$ cat src/rtl/dbf_pkg.sv
// -----------------------------------------------------------------------------
// dbf_pkg
// Shared definitions for the digital beamformer fine-delay / apodization slice:
// parameter defaults, output geometry and the control state enumeration.
// No ports; imported by fine_interp_apod and fine_lut_ram.
// -----------------------------------------------------------------------------
package dbf_pkg;

  localparam int DEF_INPUT_WD  = 14;
  localparam int DEF_FD_OUT_WD = 16;
  localparam int DEF_APO_WD    = 16;
  localparam int DEF_ADDR_WD   = 4;
  localparam int DEF_FRAC_WD   = 8;
  localparam int DEF_ZONE_LEN  = 64;

  // Beamformed output width and the Q1.15 alignment used when apodization
  // is compiled out (unity weight).
  localparam int DBF_WD       = 32;
  localparam int APO_SHIFT    = 15;

  // Number of cycles spent in DRAIN before returning to IDLE.
  localparam int DRAIN_CYCLES = 4;

  typedef enum logic [1:0] {
    IDLE  = 2'd0,
    RUN   = 2'd1,
    DRAIN = 2'd2
  } dbf_state_e;

endpackage

$ cat src/rtl/fine_lut_ram.sv
// -----------------------------------------------------------------------------
// fine_lut_ram
// Focal-zone fine-delay fraction table: one write port, one synchronous
// registered read port. A read and write to the same address in the same
// cycle returns the old contents (read-first). Table contents are not reset.
// Ports:
//   clk    - clock
//   rst    - asynchronous active-high reset (clears the read register only)
//   we     - write enable
//   waddr  - write address
//   wdata  - write data
//   raddr  - read address
//   rdata  - registered read data
// -----------------------------------------------------------------------------
module fine_lut_ram
  import dbf_pkg::*;
#(
  parameter int ADDR_WD = DEF_ADDR_WD,
  parameter int DATA_WD = DEF_FRAC_WD
) (
  input  logic               clk,
  input  logic               rst,
  input  logic               we,
  input  logic [ADDR_WD-1:0] waddr,
  input  logic [DATA_WD-1:0] wdata,
  input  logic [ADDR_WD-1:0] raddr,
  output logic [DATA_WD-1:0] rdata
);

  logic [DATA_WD-1:0] mem [0:(1<<ADDR_WD)-1];

  always_ff @(posedge clk) begin
    if (we) begin
      mem[waddr] <= wdata;
    end
  end

  // Non-blocking read of the same array gives read-first behaviour.
  always_ff @(posedge clk or posedge rst) begin
    if (rst) begin
      rdata <= '0;
    end else begin
      rdata <= mem[raddr];
    end
  end

endmodule

$ cat src/rtl/fine_interp_apod.sv
// -----------------------------------------------------------------------------
// fine_interp_apod
// Fine-delay linear interpolator with per-focal-zone fraction and optional
// apodization weighting for one receive channel.
//   fine_dout = (x[n] <<< (FD_OUT_WD-INPUT_WD))
//             + (((x[n-1]-x[n]) * f) >>> (FRAC_WD-(FD_OUT_WD-INPUT_WD)))
// f comes from a zone-indexed LUT; the zone advances every ZONE_LEN accepted
// samples. fine_dout appears 3 cycles after acceptance, dbf_dout one later.
// Build option: define FINE_APOD_EN to multiply fine_dout by apo_din;
// otherwise dbf_dout is fine_dout scaled by unity Q1.15 and apo_din is unused.
// Ports:
//   clk, rst_n        - clock; asynchronous reset, active-HIGH despite name
//   start, tx_en      - receive window; transmit active (blocks input)
//   fine_din(_valid)  - signed coarse-delayed sample
//   lut_addr/we/wdata - fraction table write port (honoured in IDLE only)
//   apo_din           - signed Q1.15 apodization weight
//   fine_dout(_valid) - interpolated sample
//   dbf_dout(_valid)  - weighted sample
// -----------------------------------------------------------------------------
module fine_interp_apod
  import dbf_pkg::*;
#(
  parameter int INPUT_WD  = DEF_INPUT_WD,
  parameter int FD_OUT_WD = DEF_FD_OUT_WD,
  parameter int APO_WD    = DEF_APO_WD,
  parameter int ADDR_WD   = DEF_ADDR_WD,
  parameter int FRAC_WD   = DEF_FRAC_WD,
  parameter int ZONE_LEN  = DEF_ZONE_LEN
) (
  input  logic                        clk,
  input  logic                        rst_n,
  input  logic                        start,
  input  logic                        tx_en,
  input  logic signed [INPUT_WD-1:0]  fine_din,
  input  logic                        fine_din_valid,
  input  logic [ADDR_WD-1:0]          lut_addr,
  input  logic                        lut_we,
  input  logic [FRAC_WD-1:0]          lut_wdata,
  input  logic signed [APO_WD-1:0]    apo_din,
  output logic signed [FD_OUT_WD-1:0] fine_dout,
  output logic                        fine_dout_valid,
  output logic signed [DBF_WD-1:0]    dbf_dout,
  output logic                        dbf_dout_valid
);

  localparam int NUM_ZONES = 1 << ADDR_WD;
  localparam int UP_SH     = FD_OUT_WD - INPUT_WD;
  localparam int DN_SH     = FRAC_WD - UP_SH;
  localparam int DIFF_WD   = INPUT_WD + 1;
  localparam int PROD_WD   = DIFF_WD + FRAC_WD + 1;
  localparam int SUM_WD    = ((PROD_WD > FD_OUT_WD) ? PROD_WD : FD_OUT_WD) + 1;
  localparam int CNT_WD    = (ZONE_LEN > 1) ? $clog2(ZONE_LEN) : 1;

  dbf_state_e state_q, state_d;
  logic [1:0] drain_cnt;

  logic accept, lut_wr_en, run_clear;

  logic [CNT_WD-1:0]         samp_cnt;
  logic [ADDR_WD-1:0]        zone_cnt;
  logic signed [INPUT_WD-1:0] hist;

  logic [FRAC_WD-1:0]         frac_s1;
  logic signed [INPUT_WD-1:0] x_s1, xp_s1;
  logic                       v_s1;

  logic signed [DIFF_WD-1:0]  diff;
  logic signed [FRAC_WD:0]    frac_sx;
  logic signed [PROD_WD-1:0]  prod;

  logic signed [PROD_WD-1:0]  prod_s2;
  logic signed [INPUT_WD-1:0] x_s2;
  logic                       v_s2;

  logic signed [FD_OUT_WD-1:0] sum_s3;
  logic                        v_s3;

  logic signed [DBF_WD-1:0] dbf_next;

  // ---------------- control FSM ----------------
  always_ff @(posedge clk or posedge rst_n) begin
    if (rst_n) begin
      state_q <= IDLE;
    end else begin
      state_q <= state_d;
    end
  end

  always_comb begin
    state_d = state_q;
    case (state_q)
      IDLE:    if (start) state_d = RUN;
      RUN:     if (!start) state_d = DRAIN;
      DRAIN: begin
        if (start) begin
          state_d = RUN;
        end else if (drain_cnt == 2'(DRAIN_CYCLES - 1)) begin
          state_d = IDLE;
        end
      end
      default: state_d = IDLE;
    endcase
  end

  always_comb begin
    accept    = fine_din_valid && !tx_en && (state_q == RUN);
    lut_wr_en = lut_we && (state_q == IDLE);
    run_clear = start && (state_q == IDLE);
  end

  // Counts cycles spent in DRAIN; the pipeline keeps flowing meanwhile, so
  // samples accepted before start dropped still reach the outputs.
  always_ff @(posedge clk or posedge rst_n) begin
    if (rst_n) begin
      drain_cnt <= '0;
    end else if (state_q == DRAIN) begin
      drain_cnt <= drain_cnt + 2'd1;
    end else begin
      drain_cnt <= '0;
    end
  end

  // ---------------- zone tracking and sample history ----------------
  always_ff @(posedge clk or posedge rst_n) begin
    if (rst_n) begin
      samp_cnt <= '0;
      zone_cnt <= '0;
      hist     <= '0;
    end else if (run_clear) begin
      samp_cnt <= '0;
      zone_cnt <= '0;
      hist     <= '0;
    end else if (accept) begin
      hist <= fine_din;
      if (samp_cnt == CNT_WD'(ZONE_LEN - 1)) begin
        samp_cnt <= '0;
        if (zone_cnt != ADDR_WD'(NUM_ZONES - 1)) begin
          zone_cnt <= zone_cnt + 1'b1;
        end
      end else begin
        samp_cnt <= samp_cnt + 1'b1;
      end
    end
  end

  // Read address is the zone of the sample being accepted, so the fraction
  // lands in stage 1 alongside that sample.
  fine_lut_ram #(
    .ADDR_WD (ADDR_WD),
    .DATA_WD (FRAC_WD)
  ) u_lut (
    .clk   (clk),
    .rst   (rst_n),
    .we    (lut_wr_en),
    .waddr (lut_addr),
    .wdata (lut_wdata),
    .raddr (zone_cnt),
    .rdata (frac_s1)
  );

  // ---------------- interpolation pipeline ----------------
  always_ff @(posedge clk or posedge rst_n) begin
    if (rst_n) begin
      x_s1  <= '0;
      xp_s1 <= '0;
      v_s1  <= 1'b0;
    end else begin
      x_s1  <= fine_din;
      xp_s1 <= hist;
      v_s1  <= accept;
    end
  end

  always_comb begin
    diff    = {xp_s1[INPUT_WD-1], xp_s1} - {x_s1[INPUT_WD-1], x_s1};
    frac_sx = {1'b0, frac_s1};
    prod    = diff * frac_sx;
  end

  always_ff @(posedge clk or posedge rst_n) begin
    if (rst_n) begin
      prod_s2 <= '0;
      x_s2    <= '0;
      v_s2    <= 1'b0;
    end else begin
      prod_s2 <= prod;
      x_s2    <= x_s1;
      v_s2    <= v_s1;
    end
  end

  // Arithmetic right shift floors; the sum is formed wide then truncated.
  always_ff @(posedge clk or posedge rst_n) begin
    if (rst_n) begin
      sum_s3 <= '0;
      v_s3   <= 1'b0;
    end else begin
      sum_s3 <= FD_OUT_WD'((SUM_WD'(x_s2) <<< UP_SH) + SUM_WD'(prod_s2 >>> DN_SH));
      v_s3   <= v_s2;
    end
  end

  always_ff @(posedge clk or posedge rst_n) begin
    if (rst_n) begin
      fine_dout       <= '0;
      fine_dout_valid <= 1'b0;
    end else begin
      fine_dout       <= v_s3 ? sum_s3 : '0;
      fine_dout_valid <= v_s3;
    end
  end

  // ---------------- apodization ----------------
`ifdef FINE_APOD_EN
  logic signed [FD_OUT_WD+APO_WD-1:0] apo_prod;
  always_comb begin
    apo_prod = fine_dout * apo_din;
    dbf_next = DBF_WD'(apo_prod);
  end
`else
  logic unused_apo;
  assign unused_apo = ^apo_din;
  always_comb begin
    dbf_next = DBF_WD'(fine_dout) <<< APO_SHIFT;
  end
`endif

  always_ff @(posedge clk or posedge rst_n) begin
    if (rst_n) begin
      dbf_dout       <= '0;
      dbf_dout_valid <= 1'b0;
    end else begin
      dbf_dout       <= fine_dout_valid ? dbf_next : '0;
      dbf_dout_valid <= fine_dout_valid;
    end
  end

endmodule
$ cat config.mk
export PLATFORM = sky130hd
export DESIGN_NAME = fine_interp_apod
export DESIGN_NICKNAME = d
export VERILOG_FILES = /design/src/rtl/dbf_pkg.sv /design/src/rtl/fine_lut_ram.sv /design/src/rtl/fine_interp_apod.sv
export SDC_FILE = /design/constraint.sdc
export NUM_CORES = 1
export LEC_CHECK = 0
export CAP_MARGIN = 10
export CORE_MARGIN = 2
export CORE_UTILIZATION = 60
export DETAILED_ROUTE_END_ITERATION = 10
export PLACE_DENSITY = 0.79
export SLEW_MARGIN = 25
export SYNTH_ARGS = -nofsm -noshare
export SYNTH_HDL_FRONTEND = slang
export SYNTH_SLANG_ARGS = --single-unit
$ cat constraint.sdc
create_clock -name clk -period 8.5 [get_ports clk]
set_clock_uncertainty 0.2 [all_clocks]
set_input_delay 1.7 -clock clk [delete_from_list [all_inputs] [get_ports clk]]
set_output_delay 1.7 -clock clk [all_outputs]
set_load 0.005 [all_outputs]
======== Word-level counts from Yosys, hierarchy flattened ========
Memory sizes are Yosys's and may differ from the RTL's. A register that Yosys moved wholly into a read port is not among the register bits.
Cells that the tools add are included.
word-level totals
  register bits ........................... 161
  memory bits (writable) .................. 128
  word-level logic and storage cells ...... 62
  memories ................................ 1
cells by class
  $add $sub $neg .......................... 5
  $mul .................................... 1
  equal/unequal tests ..................... 8
  multiplexer cells ....................... 19
  reductions and logical operators ........ 11
memories
  memory     words  bits a word  rd ports  clocked after memory_dff  wr ports  RTL line            source
  u_lut.mem  16     8            1         1                         1         fine_lut_ram.sv:30  logic [DATA_WD-1:0] mem [0:(1<<ADDR_WD)-1];
operators by type and width
  kind                 number
  $mux 32              1
  $mux 14              2
  $mul 15x9->22        1
  $mux 6               3
  $add 16x16->16       1
  $mux 16              1
  $mux 4               4
  $sub 14x14->15       1
  $mux 2               5
  $add 6x1->6 const B  1
  $eq 6x6->1 const B   1
  $pmux 2 s3           1
  $reduce_and 3->1     2
  $reduce_bool 2->1    3
  $add 4x1->4 const B  1
  $eq 2x2->1 const B   2
  $logic_and 1x1->1    4
  $ne 2x2->1 const B   2
  $ne 4x4->1 const B   1
  $ne 3x3->1 const B   1
  $add 2x1->2 const B  1
  $eq 2x1->1 const B   1
  $logic_not 2->1      1
  $mux 1               2
  $logic_not 1->1      1

======== Logic depth before layout (Yosys ltp) ========
Gate-level depths: netlist of run 1.
  depth in word-level cells ............... 5
  mapped depth ............................ 25
  mapped depth without buffers ............ 25

======== Modules after synthesis ========
Synthesis of run 1 repeated with hierarchy kept, for this count alone.
second synthesis, totals
  cell total of the unflattened synthesis .. 1,124
  area total of the unflattened synthesis .. 14,657.8 µm²
by module, submodules not included
  module            times used  cells an instance  area each (µm²)  seq. area each (µm²)
  fine_interp_apod  1           894                9,466.6          3,478.3
  fine_lut_ram      1           230                5,191.2          4,043.9

======== Least setup slack after synthesis of run 1 ========
No wires, ideal clock.
  kind .................................... register -> register
  start point ............................. reg x_s1[0]
  end point ............................... reg prod_s2[21]
  library setup time ...................... 134 ps
  arrival ................................. 5,982 ps
  slack ................................... 2,184 ps
  stages on the path, launching flop included .. 23
  path buffers ............................ 1
  period minus slack after synthesis ...... 6,316 ps
  cell sequence ........................... dfrtp_1 ha_1 fa_1 nor2b_1 o31ai_1 a211oi_1 nor3_1 o311ai_0 nand2_1 clkbuf_1 and2_1 fa_1 fa_1 fa_1 inv_1 fa_1 inv_1 ha_1 and3_1 o311ai_4 a311oi_2 a31oi_1 xnor3_1
on the way
  longest elaborated chain between the ends .. 2
ends and longest elaborated chain
  what                    RTL line                 source
  from (decl)             fine_interp_apod.sv:64   logic signed [INPUT_WD-1:0] x_s1, xp_s1;
  from (signal assigned)  fine_interp_apod.sv:168  x_s1 <= fine_din;
  $sub 14x14->15          fine_interp_apod.sv:175  diff = {xp_s1[INPUT_WD-1], xp_s1} - {x_s1[INPUT_WD-1], x_s1};
  $mul 15x9->22           fine_interp_apod.sv:177  prod = diff * frac_sx;
  net prod[21]            fine_interp_apod.sv:69   logic signed [PROD_WD-1:0] prod;
  to (signal assigned)    fine_interp_apod.sv:186  prod_s2 <= prod;
  to (decl)               fine_interp_apod.sv:71   logic signed [PROD_WD-1:0] prod_s2;
The timed path passes the listed nets, and every way through them passes these cells.
A chain may end at the register's enable or synchronous reset.

======== Worst setup path in the final report of run 1 ========
Same ends and word-level chain as after synthesis.

==> flow_summary.toml, run 1 <==
[status]
status = "finished, final reports clean"

[floorplanning]
fp.dieH_um = 160
core-area_mm2 = 0.0242
rows = 57
io_pins = 98
start_util = 0.606
die_area_mm2 = 0.0257
fp.dieW_um = 160

[min_path]
min_path_type = "flop to flop"

[final_layout]
diodes = 0
fillers = 1641
drive_gt1_frac = 0.0633
syn2layout_area_growth_pct = 12.1
final_cell_mix = "161 x inv_1, 146 x dfrtp_1, 128 x edfxtp_1"
final_common_cell = "inv_1"
fin_cells = 1587
final_nets = 1452

[synth]
synthesis.area_mm2 = 0.0147
async_flop_share = 0.535
syn_inst = 1176
synth_ff_type = "dfrtp_1"
synth_warnings = 0
avgSynthCellArea_um2 = 12.5
synth_seq_cells = 275
seq_area_frac_synth = 0.513
synth_edf_count = 128
synth.distinct_cells = 61

[worst_setup_path]
critPathTopFamily = "adder cells"
critPathKind = "flop to flop"
end_kind = "flop"
critPathLaunchType = "flop"
cpPeakStageDelay_ps = 770
cpMaxStageDelayCell = "fa_1"
crit_chain = "ha_1 > fa_1 > nor2b_1 > o31ai_1 > a211oi_1 > nor3_1 > o311ai_0 > nand2_1 > and2_1 > fa_1 > fa_1 > fa_1 > inv_1 > fa_1 > inv_1 > ha_1 > and3_1 > o311ai_4 > a311oi_2 > a31oi_1 > xnor3_1"
cp_max_fo = 11
cpMostUsedCell = "fa_1"
cp.required_ps = 8690
arrival_ps = 7300
path_buf_inv = 2

[sta]
worstMarginPinSlew_ps = 1000
maxSlewHeadroom = 0.333
fin_hold_ws_ps = 149
clock.fmax_ghz = 0.141
setup_viol = 0
rsz0062_at_grt = "false"
report.final.slew_viol_count = 0
finalHoldViolCount = 0
period_needed_ps = 7110
setup-tns-final_ps = 0
period_share = 0.837

[cts]
clockRootBuffer = "clkbuf_16"
post_cts_resized = 0
clockBufferDepth = 3
insertion_delay_ps = 530
clkTransAtPathRegs_ps = 60
cts_tree = "built"
ctsHoldBuffers = 0
clkSinkCount = 275
numCtsBuffers = 26
cts_setup_buffers = 0
cts_max_level = 1

[power]
p_per_area_mw_per_mm2 = 348
pwr-share-seq = 0.283
combPwrFrac = 0.524
internal_power_mw = 3.58
p_clk_frac = 0.193
switchingPower_mw = 2.14
leakagePower_nw = 7.14
ir_drop_uv = 323
swShare = 0.374
finalPower_mw = 5.73

[routing]
vias = 8656
drtAntennaViolNets = 0
wl_per_cell_um = 17.5
finalWirelength_mm = 27.8
viasPerCell = 5.45
drc = 0
first_pass_iters = 5
drtIter0Drc = 534

[place]
hpwl_mm = 20.1
placed_cells = 1539
gp_congestion = 0.827
portBuffers = 66

[grt]
grt_start_max_net_pins = 76
grt_pass1_vias = 9128
grt_pass1_wl_mm = 45.9
overflow = 0
antenna_found_initial = 0
grtUsageTotal = 0.226

[run]
drv_cap = 0
## metal layers
metal  track usage  share of wire
met1         0.269           0.38
met2         0.412           0.53
met3        0.0292          0.041
met4         0.104          0.045
met5             0              0
## Yosys cell counts, types with 5 or more instances
cell type | count | share of area
a22oi_1 | 8 | 0.0041
nor2_1 | 45 | 0.012
nand2_1 | 101 | 0.026
mux2_2 | 9 | 0.0069
inv_1 | 162 | 0.041
a21oi_1 | 30 | 0.010
xor2_1 | 9 | 0.0054
edfxtp_1 | 128 | 0.26
clkbuf_1 | 27 | 0.0069
nor3_1 | 15 | 0.0051
ha_1 | 69 | 0.059
xnor2_1 | 35 | 0.021
and3_1 | 5 | 0.0021
nand2b_1 | 13 | 0.0055
nand3_1 | 10 | 0.0034
a221oi_1 | 8 | 0.0048
mux4_2 | 16 | 0.025
mux2i_1 | 25 | 0.017
a22o_1 | 15 | 0.0090
and2_1 | 71 | 0.030
fa_1 | 92 | 0.13
dfrtp_1 | 147 | 0.25
o21ai_0 | 38 | 0.013
or3_1 | 8 | 0.0034
o21a_1 | 10 | 0.0051
a21o_1 | 5 | 0.0026
nor2b_1 | 10 | 0.0043
buf_4 | 16 | 0.0082
## cell families after synthesis
| group | share of synthesized area |
|---|---|
| xor+xnor | 0.0278 |
| flops | 0.513 |
| fa+ha+maj | 0.185 |
| compound gates | 0.0661 |
| mux | 0.0486 |
| simple gates | 0.102 |
| other cells | 0.000256 |
| buf+inv | 0.0574 |
## power groups by stage
stage | Combinational [mW] | Clock, mW | Sequential (mW)
final | 3.00 | 1.10 | 1.62
after global routing | 3.47 | 1.17 | 1.63
after CTS | 3.04 | 1.12 | 1.62
after detailed placement | 3.02 | 0 | 1.65
after global placement | 2.92 | 0 | 1.64
after floorplan | 2.45 | 0 | 1.62
## area by class of cell
type / instances / area [µm²] / area share
timing repair buffer: 71 / 698 / 0.0425
sequential: 275 / 7520 / 0.458
inverter: 162 / 613 / 0.0373
clock inverter: 15 / 129 / 0.00784
tap: 324 / 405 / 0.0247
clock buffer: 33 / 697 / 0.0424
multi-input combinational: 707 / 6370 / 0.388
## registers in the layout, indices dropped and copies added (netlist names), 6 cells and up
| register | cells |
|---|---|
| u_lut.rdata | 8 |
| u_lut.mem | 128 |
| dbf_dout | 16 |
| prod_s2 | 16 |
| hist | 14 |
| fine_dout | 16 |
| x_s2 | 14 |
| x_s1 | 14 |
| sum_s3 | 16 |
| samp_cnt | 6 |
| xp_s1 | 14 |
## path summary, 6_finish.rpt
kind	endpoint	from	slack, ps	cells after the start
setup / recovery	prod_s2[21]	x_s1[0]	1390	21
hold / removal	v_s3	v_s2	150	0
setup reg to reg	prod_s2[21]	x_s1[0]	1390	21
hold reg to reg	v_s3	v_s2	150	0
max in group asynchronous	fine_dout[13]	rst_n	5290	3
min in group asynchronous	hist[13]	rst_n	1470	2
## per-stage QoR
| step | worst slack (ps) | area, µm² | util |
|---|---|---|---|
| 6_report | 1390 | 16400 | 0.680 |
| 5_1_grt | 1070 | 16400 | 0.680 |
| 4_1_cts | 1350 | 16400 | 0.680 |
| 3_5_place_dp | 1440 | 15600 | 0.646 |
| 3_3_place_gp | 1570 | 15600 | 0.645 |
| 2_1_floorplan | 2180 | 14700 | - |
(Power assumes the default switching activity.)
==> run 2: changes to the inputs <==
CORE_UTILIZATION = 54   (was 60)
PLACE_DENSITY = 0.75   (was 0.79)
clock period = 6.2 ns   (was 8.5 ns; I/O delays follow)
==> run 2 against run 1 <==
Compared with the run above:
- the flow now finishes with violations (setup timing)
- global-route usage is 2.2 points lower
- clock power up 41%
- flip-flop and latch count did not move
- cell area up 5.5%
- fmax rose by 13%
- worst hold slack worse by 7.0 ps
- via count increased by 2.9%
- first-iteration DRC count down 19%
- critical path type unchanged
- combinational power increased by 81%
- count of clock-buffer cells in the layout increased by 4
- routed wire length rose by 0.53%
- largest power group unchanged
==> flow_summary.toml, run 2 (synthesized netlist as in run 1, its figures left out) <==
[min_path]
whs_endpoint = "sum_s3[0]"
whs_path_depth = 0
hold_start = "prod_s2[6]"
min_path_type = "flop to flop"

[grt]
grtUsageTotal = 0.205
grt_start_max_net_pins = 113
grt_pass1_wl_mm = 46.2
grt_pass1_vias = 9493
overflow = 0
antenna_found_initial = 1

[worst_setup_path]
cp_max_fo = 2
rrSetupSlack_ps = -90
critPathKind = "flop to flop"
r2r_cells = 24
reg2reg_to = "prod_s2[21]"
arrival_ps = 6530
end_kind = "flop"
cp.required_ps = 6440
timing.rr.start = "x_s1[1]"
critPathLaunchType = "flop"

[sta]
setup_viol = 2
fin_hold_ws_ps = 142
setup-tns-final_ps = -111
report.final.slew_viol_count = 0
worstMarginPinSlew_ps = 865
period_needed_ps = 6290
finalHoldViolCount = 0
setup_ws_ps = -90.0
clock.fmax_ghz = 0.159
period_share = 1.01
rsz0062_at_grt = "true"
maxSlewHeadroom = 0.423

[cts]
cts_max_level = 1
clockRootBuffer = "clkbuf_16"
ctsHoldBuffers = 0
insertion_delay_ps = 570
numCtsBuffers = 28
cts_tree = "built"
clkTransAtPathRegs_ps = 60
clockBufferDepth = 3
clkSinkCount = 275

[status]
status = "complete, but fails checks"
violations = "setup timing"

[routing]
finalWirelength_mm = 27.9
vias = 8906
drtIter0Drc = 431
drtAntennaViolNets = 0
wl_per_cell_um = 16.6
drc = 0
viasPerCell = 5.30
first_pass_iters = 5

[floorplanning]
start_util = 0.547
rows = 60
die_area_mm2 = 0.0285
core-area_mm2 = 0.0268
fp.dieW_um = 169
fp.dieH_um = 169
io_pins = 98

[final_layout]
syn2layout_area_growth_pct = 18.3
final_common_cell = "inv_1"
fin_area_mm2 = 0.0173
largest_reg_flops = 128
fin_util = 0.647
drive_gt1_frac = 0.147
final_cell_mix = "155 x inv_1, 146 x dfrtp_1, 128 x edfxtp_1"
diodes = 0
final_nets = 1529
regMostFlops = "u_lut.mem"

[place]
hpwl_mm = 20.4
portBuffers = 66
placed_cell_area_mm2 = 0.0162
gp_congestion = 0.840

[power]
combPwrFrac = 0.591
p_clk_frac = 0.168
p_per_area_mw_per_mm2 = 531
leakagePower_nw = 7.55
ir_drop_uv = 426
pwr-share-seq = 0.241
switchingPower_mw = 3.38
internal_power_mw = 5.82
swShare = 0.367

[run]
drv_cap = 0
==> run 2: timing repair <==
item / in CTS / in global routing
pin swaps: 37 / 25
gates resized for setup: 43 / 16
setup buffers: 5 / 2
endpoints found under the setup margin: 6 / 8
==> run 2: critical path, stage by stage (launching register included) <==
cell	delay, ps
dfrtp_1	340
inv_1	50
ha_1	290
nor2b_4	130
o31a_1	250
o211ai_1	190
buf_4	160
a21oi_4	60
o31ai_4	310
buf_6	160
mux2_4	310
o21ai_2	150
fa_1	430
inv_1	90
fa_1	450
fa_1	510
inv_2	40
fa_1	500
inv_1	50
ha_2	160
or3_4	340
o311ai_4	310
a311oi_2	170
a31oi_2	290
xnor3_1	260
==> run 2: metrics by stage <==
step	setup WS, ps	total power, mW	cells
5_1_grt	-284	10.0	1679
3_5_place_dp	-545	7.20	1624
6_report	-90.0	9.21	1679
3_3_place_gp	-475	7.06	1624
4_1_cts	-79.4	9.15	1677
2_1_floorplan	17.5	5.58	1190
==> run 2: metal layers <==
layer / vias to the layer above / GRT usage / part of all wire
met5: - / 0 / 0.00047
met1: 4452 / 0.247 / 0.40
li1: 4189 / - / -
met3: 66 / 0.0248 / 0.038
met4: 2 / 0.0810 / 0.036
met2: 197 / 0.375 / 0.53
==> run 2: power groups by stage <==
stage / clock [mW] / sequential [mW] / combinational (mW)
floorplan: 0 / 2.22 / 3.36
global placement: 0 / 2.24 / 4.81
detailed placement: 0 / 2.25 / 4.95
CTS: 1.57 / 2.22 / 5.37
global route: 1.65 / 2.23 / 6.13
finish: 1.55 / 2.22 / 5.44
==> run 2: area by class of cell <==
class,count,area [µm²]
inverter,162,616
fill,1908,9450
timing repair buffer,146,1270
tap,341,427
clock inverter,11,105
sequential,275,7520
clock buffer,37,744
multi-input combinational,707,6660
==> run 2: how the worst max path moves through the flow <==
stage,from,end,slack (ps),cells past startpoint
finish,x_s1[1],prod_s2[21],-90,24
detailed placement,x_s1[1],prod_s2[21],-550,23
global placement,x_s1[1],prod_s2[21],-480,23
floorplan,x_s1[1],prod_s2[21],20,22
global route,x_s1[1],prod_s2[21],-280,24
CTS,xp_s1[1],prod_s2[21],-80,22
